[config.mk]
export PLATFORM = sky130hd
export DESIGN_NAME = nibble_serial_adder
export DESIGN_NICKNAME = d
export VERILOG_FILES = /design/src/rtl/nibble_serial_adder.sv
export SDC_FILE = /design/constraint.sdc
export NUM_CORES = 1
export LEC_CHECK = 0
export CAP_MARGIN = 20
export CORE_AREA = 4 4 55 107
export DETAILED_ROUTE_END_ITERATION = 12
export DIE_AREA = 0 0 59 111
export GPL_TIMING_DRIVEN = 0
export PLACE_DENSITY_LB_ADDON = 0.2
export SETUP_SLACK_MARGIN = 0.3
export SLEW_MARGIN = 40
export SYNTH_ARGS = -nofsm -noshare
export SYNTH_HDL_FRONTEND = slang
export SYNTH_SLANG_ARGS = --single-unit
[constraint.sdc]
create_clock -name clk -period 4.35 [get_ports clk]
set_input_delay 0.87 -clock clk [delete_from_list [all_inputs] [get_ports clk]]
set_output_delay 0.87 -clock clk [all_outputs]
set_load 0.02 [all_outputs]
[src/rtl/nibble_serial_adder.sv]
// ---------------------------------------------------------------------------
// nibble_serial_adder
//
// Purpose
//   Multi-cycle wide adder. A W = 4*NIBBLES bit operand pair is pushed through
//   a single external 4-bit ripple adder, one nibble per clock, starting with
//   the least-significant nibble. The carry-out of each nibble is registered
//   and used as the carry-in of the next one. Only one transaction is in
//   flight at a time.
//
// Handshake
//   A transfer happens on a rising clock edge where valid && ready are both
//   high. The sender holds valid and its data until that edge. This block
//   holds out_valid, out_sum, out_cout (and out_ovf) stable until out_ready
//   is seen. in_ready is low from the accept edge until the result has been
//   taken, so the block never accepts a new pair in the same cycle that it
//   hands off a result.
//
// Parameters
//   NIBBLES   operand width in nibbles, 1..16 (W = 4*NIBBLES)
//
// Ports
//   clk, rst_n            clock (rising edge), asynchronous active-low reset
//   in_valid/in_ready     operand handshake
//   in_a, in_b, in_cin    operands and carry-in to nibble 0
//   add_a, add_b, add_cin drive the external 4-bit adder (0 outside RUN)
//   add_sum, add_cout     combinational result of the external adder
//   out_valid/out_ready   result handshake
//   out_sum, out_cout     A+B+cin modulo 2^W and carry out of bit W-1
//   out_ovf               signed overflow flag (OVERFLOW_FLAG_EN builds only)
//
// Configuration
//   OVERFLOW_FLAG_EN  when defined, adds the out_ovf output.
// ---------------------------------------------------------------------------
module nibble_serial_adder #(
  parameter int NIBBLES = 4
) (
  input  logic                 clk,
  input  logic                 rst_n,
  input  logic                 in_valid,
  output logic                 in_ready,
  input  logic [4*NIBBLES-1:0] in_a,
  input  logic [4*NIBBLES-1:0] in_b,
  input  logic                 in_cin,
  output logic [3:0]           add_a,
  output logic [3:0]           add_b,
  output logic                 add_cin,
  input  logic [3:0]           add_sum,
  input  logic                 add_cout,
  output logic                 out_valid,
  input  logic                 out_ready,
  output logic [4*NIBBLES-1:0] out_sum,
  output logic                 out_cout
`ifdef OVERFLOW_FLAG_EN
  ,
  output logic                 out_ovf
`endif
);

  localparam int W  = 4 * NIBBLES;
  // idx is at least one bit wide so NIBBLES=1 still has a legal counter.
  localparam int IW = (NIBBLES > 1) ? $clog2(NIBBLES) : 1;
  localparam logic [IW-1:0] LAST_IDX = IW'(NIBBLES - 1);

  typedef enum logic [1:0] {
    IDLE = 2'd0,
    RUN  = 2'd1,
    DONE = 2'd2
  } state_t;

  state_t          state;
  state_t          state_nx;

  logic [W-1:0]    a_reg;
  logic [W-1:0]    b_reg;
  logic [W-1:0]    sum_reg;
  logic            carry;
  logic [IW-1:0]   idx;

  logic            accept;
  logic            last_nibble;
  // Bit offset of the nibble currently being added ({idx,2'b00} == 4*idx).
  logic [IW+1:0]   bit_ofs;

  assign accept      = (state == IDLE) && in_valid;
  assign last_nibble = (idx == LAST_IDX);
  assign bit_ofs     = {idx, 2'b00};

  // -------------------------------------------------------------------------
  // FSM state register
  // -------------------------------------------------------------------------
  always_ff @(posedge clk or negedge rst_n) begin
    if (!rst_n) begin
      state <= IDLE;
    end else begin
      state <= state_nx;
    end
  end

  // -------------------------------------------------------------------------
  // FSM next state and handshake outputs
  // -------------------------------------------------------------------------
  always_comb begin
    state_nx  = state;
    in_ready  = 1'b0;
    out_valid = 1'b0;
    case (state)
      IDLE: begin
        in_ready = 1'b1;
        if (in_valid) begin
          state_nx = RUN;
        end
      end
      RUN: begin
        if (last_nibble) begin
          state_nx = DONE;
        end
      end
      DONE: begin
        out_valid = 1'b1;
        if (out_ready) begin
          state_nx = IDLE;
        end
      end
      default: begin
        state_nx = IDLE;
      end
    endcase
  end

  // -------------------------------------------------------------------------
  // External adder drive: only meaningful in RUN, quiet otherwise so the
  // adder inputs do not toggle while idle or waiting on the consumer.
  // -------------------------------------------------------------------------
  always_comb begin
    add_a   = 4'h0;
    add_b   = 4'h0;
    add_cin = 1'b0;
    if (state == RUN) begin
      add_a   = a_reg[bit_ofs +: 4];
      add_b   = b_reg[bit_ofs +: 4];
      add_cin = carry;
    end
  end

  // -------------------------------------------------------------------------
  // Datapath: operand capture, nibble-by-nibble result capture, carry chain.
  // idx parks on the last nibble after RUN and is cleared on the next accept,
  // so it never runs past NIBBLES-1.
  // -------------------------------------------------------------------------
  always_ff @(posedge clk or negedge rst_n) begin
    if (!rst_n) begin
      a_reg   <= '0;
      b_reg   <= '0;
      sum_reg <= '0;
      carry   <= 1'b0;
      idx     <= '0;
    end else if (accept) begin
      a_reg <= in_a;
      b_reg <= in_b;
      carry <= in_cin;
      idx   <= '0;
    end else if (state == RUN) begin
      sum_reg[bit_ofs +: 4] <= add_sum;
      carry                 <= add_cout;
      if (!last_nibble) begin
        idx <= idx + 1'b1;
      end
    end
  end

  // -------------------------------------------------------------------------
  // Result outputs. Gated by out_valid so partially built sums seen during
  // RUN never leak out, and outputs read as zero outside DONE.
  // -------------------------------------------------------------------------
  assign out_sum  = out_valid ? sum_reg : '0;
  assign out_cout = out_valid ? carry : 1'b0;

`ifdef OVERFLOW_FLAG_EN
  // Signed overflow: operands share a sign and the result sign differs.
  assign out_ovf = out_valid &&
                   (a_reg[W-1] == b_reg[W-1]) &&
                   (sum_reg[W-1] != a_reg[W-1]);
`endif

endmodule

==> metrics.txt <==
Final Max Tran Viols=0; cts-stage hold buffer count=0; Max Cap Violations=0; Worst-Skew Late Latency=0.30 ns; num rows=37; crit path launch type=flop; post-synth top area share=52.4%; Post-CTS Repair Setup Buffers=0; Syn Std Cell Area=2530 µm²; dpl hpwl=4100 µm; synth top area cells=dfrtp_1 (52%), mux2_2 (14%), mux4_2 (7.1%); TritonCTS clock tree=built; RePlAce Congestion=0.770; relative slew slack=59.5%; post-synthesis sequential area ratio=52.4%; largest net degree at the start of global routing=31; ant diodes=0; Starting Density=49.7%; global route overflow=0; Hold WC Path Type=in2async; Crit Path Max Fanout=10; global-route wire length before repair=8590 µm; FILL cells=396; setup TNS=0 ns; Via density=5.35; DRT iter0 DRCs=44; antenna violations before repair=0; gr usage total=17.2%; CTS root buf=clkbuf_8; commonest non-fill, non-tap cells in the layout=clkdlybuf4s50_1 (68), dfrtp_1 (53), mux2_2 (32); Data required, critical path=3.48 ns; commonest non-fill, non-tap cell in the layout=clkdlybuf4s50_1; mean area per synthesized cell=14.1 µm²; Avg WL per Cell=16.3 µm; Reg2Reg Setup Slack=2.02 ns; number of routed nets with antenna violations=0; vias in the first global route=1799; critical path endpoint category=output pin; final wirelength=5120 µm; Final Hold Fails=0; CTS H-Tree Depth=2; syn_nets=226; Max Fclk=319 MHz; Syn Inst Count=179; Final Setup Violations=0; Sink Count=53; post-CTS resize count=0; Tot Pwr=2.20 mW; layout cell share with drive strength beyond 1=25.0%; die area=6550 µm²; synth unique cells=27; critical path class=reg2out; YS warnings=0; Leakage Power=1.42 nW; skew final=0.00538 ns; status=finished, final reports clean; Yosys top cell by area=dfrtp_1; IO Pins=70; RSZ-0062 raised after global routing=no; first-pass iteration count of the detailed router=4; drt drc=0; Die Y=111 µm; Worst EP arrival=2.27 ns; Num CTS Buffers=5; Yosys reg bits=53; Hold Slack=0.453 ns; routed via count=1681; Final Cycle Share=72.1%; min Tclk post-route=3.14 ns; Tightest Pin Transition=0.608 ns; PortBufs=69; die width=59 µm; Longest Clk Path Bufs=2; core area=5090 µm²; Cell Pwr Density=647 nW/µm²; clock slew at reported path FFs=0.09 ns; Final nets=303; Area Overhead vs Synth=34.3%; Peak VDD IR=0.441 mV
final timing paths:
check | end | startpoint | cells after the start
max | add_a[3] | idx[1] | 4
min | sum_reg[2] | rst_n | 1
max reg2reg | sum_reg[10] | idx[1] | 6
min reg2reg | sum_reg[14] | sum_reg[14] | 1
max in group asynchronous | b_reg[7] | rst_n | 2
min in group clk | sum_reg[14] | sum_reg[14] | 1
layout make-up:
type                            count  area [µm²]  area share, %
Multi-Input combinational cell    114        1130           33.4
Inverter                            3        11.3          0.331
Timing Repair Buffer               70         708           20.8
Tap cell                           58        72.6           2.14
Buffer                              9        58.8           1.73
Clock buffer                        7        86.3           2.54
Sequential cell                    53        1330           39.0
per-layer routing:
metal  share of wire, %  wire [µm]  vias up  GRT usage [%]
met4                1.3         67        0           5.45
met1                 36       1860      831           19.4
li1                   -          -      795              -
met2                 57       2940       49           31.1
met5                  0          0        -              0
met3                4.8        248        6           3.38
logic make-up (layout without fill, tap and decap cells):
family / after synthesis / after routing / share of synthesized area [%]
fa+ha+maj: 5 / 5 / 2.47
compound gates: 20 / 20 / 6.53
flops: 53 / 53 / 52.4
xor+xnor: 1 / 1 / 0.346
simple gates: 47 / 47 / 13.7
mux: 41 / 41 / 21.8
buf+inv: 12 / 89 / 2.77
cell usage after synthesis, drive strengths merged:
library cell	instances
a21oi	1
a22o	16
and2	26
buf	6
clkbuf	3
dfrtp	53
ha	5
inv	3
mux2	32
mux2i	1
mux4	8
nand2	4
nand2b	1
nand3b	3
nor2	3
nor2b	2
nor3b	2
nor4b	4
o21ai	3
or2	1
or3b	1
xnor2	1
metrics by stage:
stage	instances	worst slack, ns	util (%)	instance area (µm²)
after floorplan	179	2.14	-	2530
after global placement	306	0.874	64.7	3290
after detailed placement	307	1.49	65.0	3310
after CTS	314	1.14	66.7	3400
after global routing	314	1.06	66.7	3400
final	314	1.21	66.7	3400
critical path: stages (launching register included):
cell and delay [ns]:
dfrtp_1 0.38, clkbuf_1 0.49, mux4_2 0.38, and2_1 0.18, clkdlybuf4s50_1 0.53
power breakdown:
part	internal [mW]	switching, mW	total (mW)	leakage (nW)
sequential	0.721	0.128	0.849	0.659
combinational	0.616	0.461	1.08	0.720
clock	0.126	0.146	0.272	0.0443
total	1.46	0.735	2.20	1.42
Note: power is estimated with default switching activity, not from simulation.
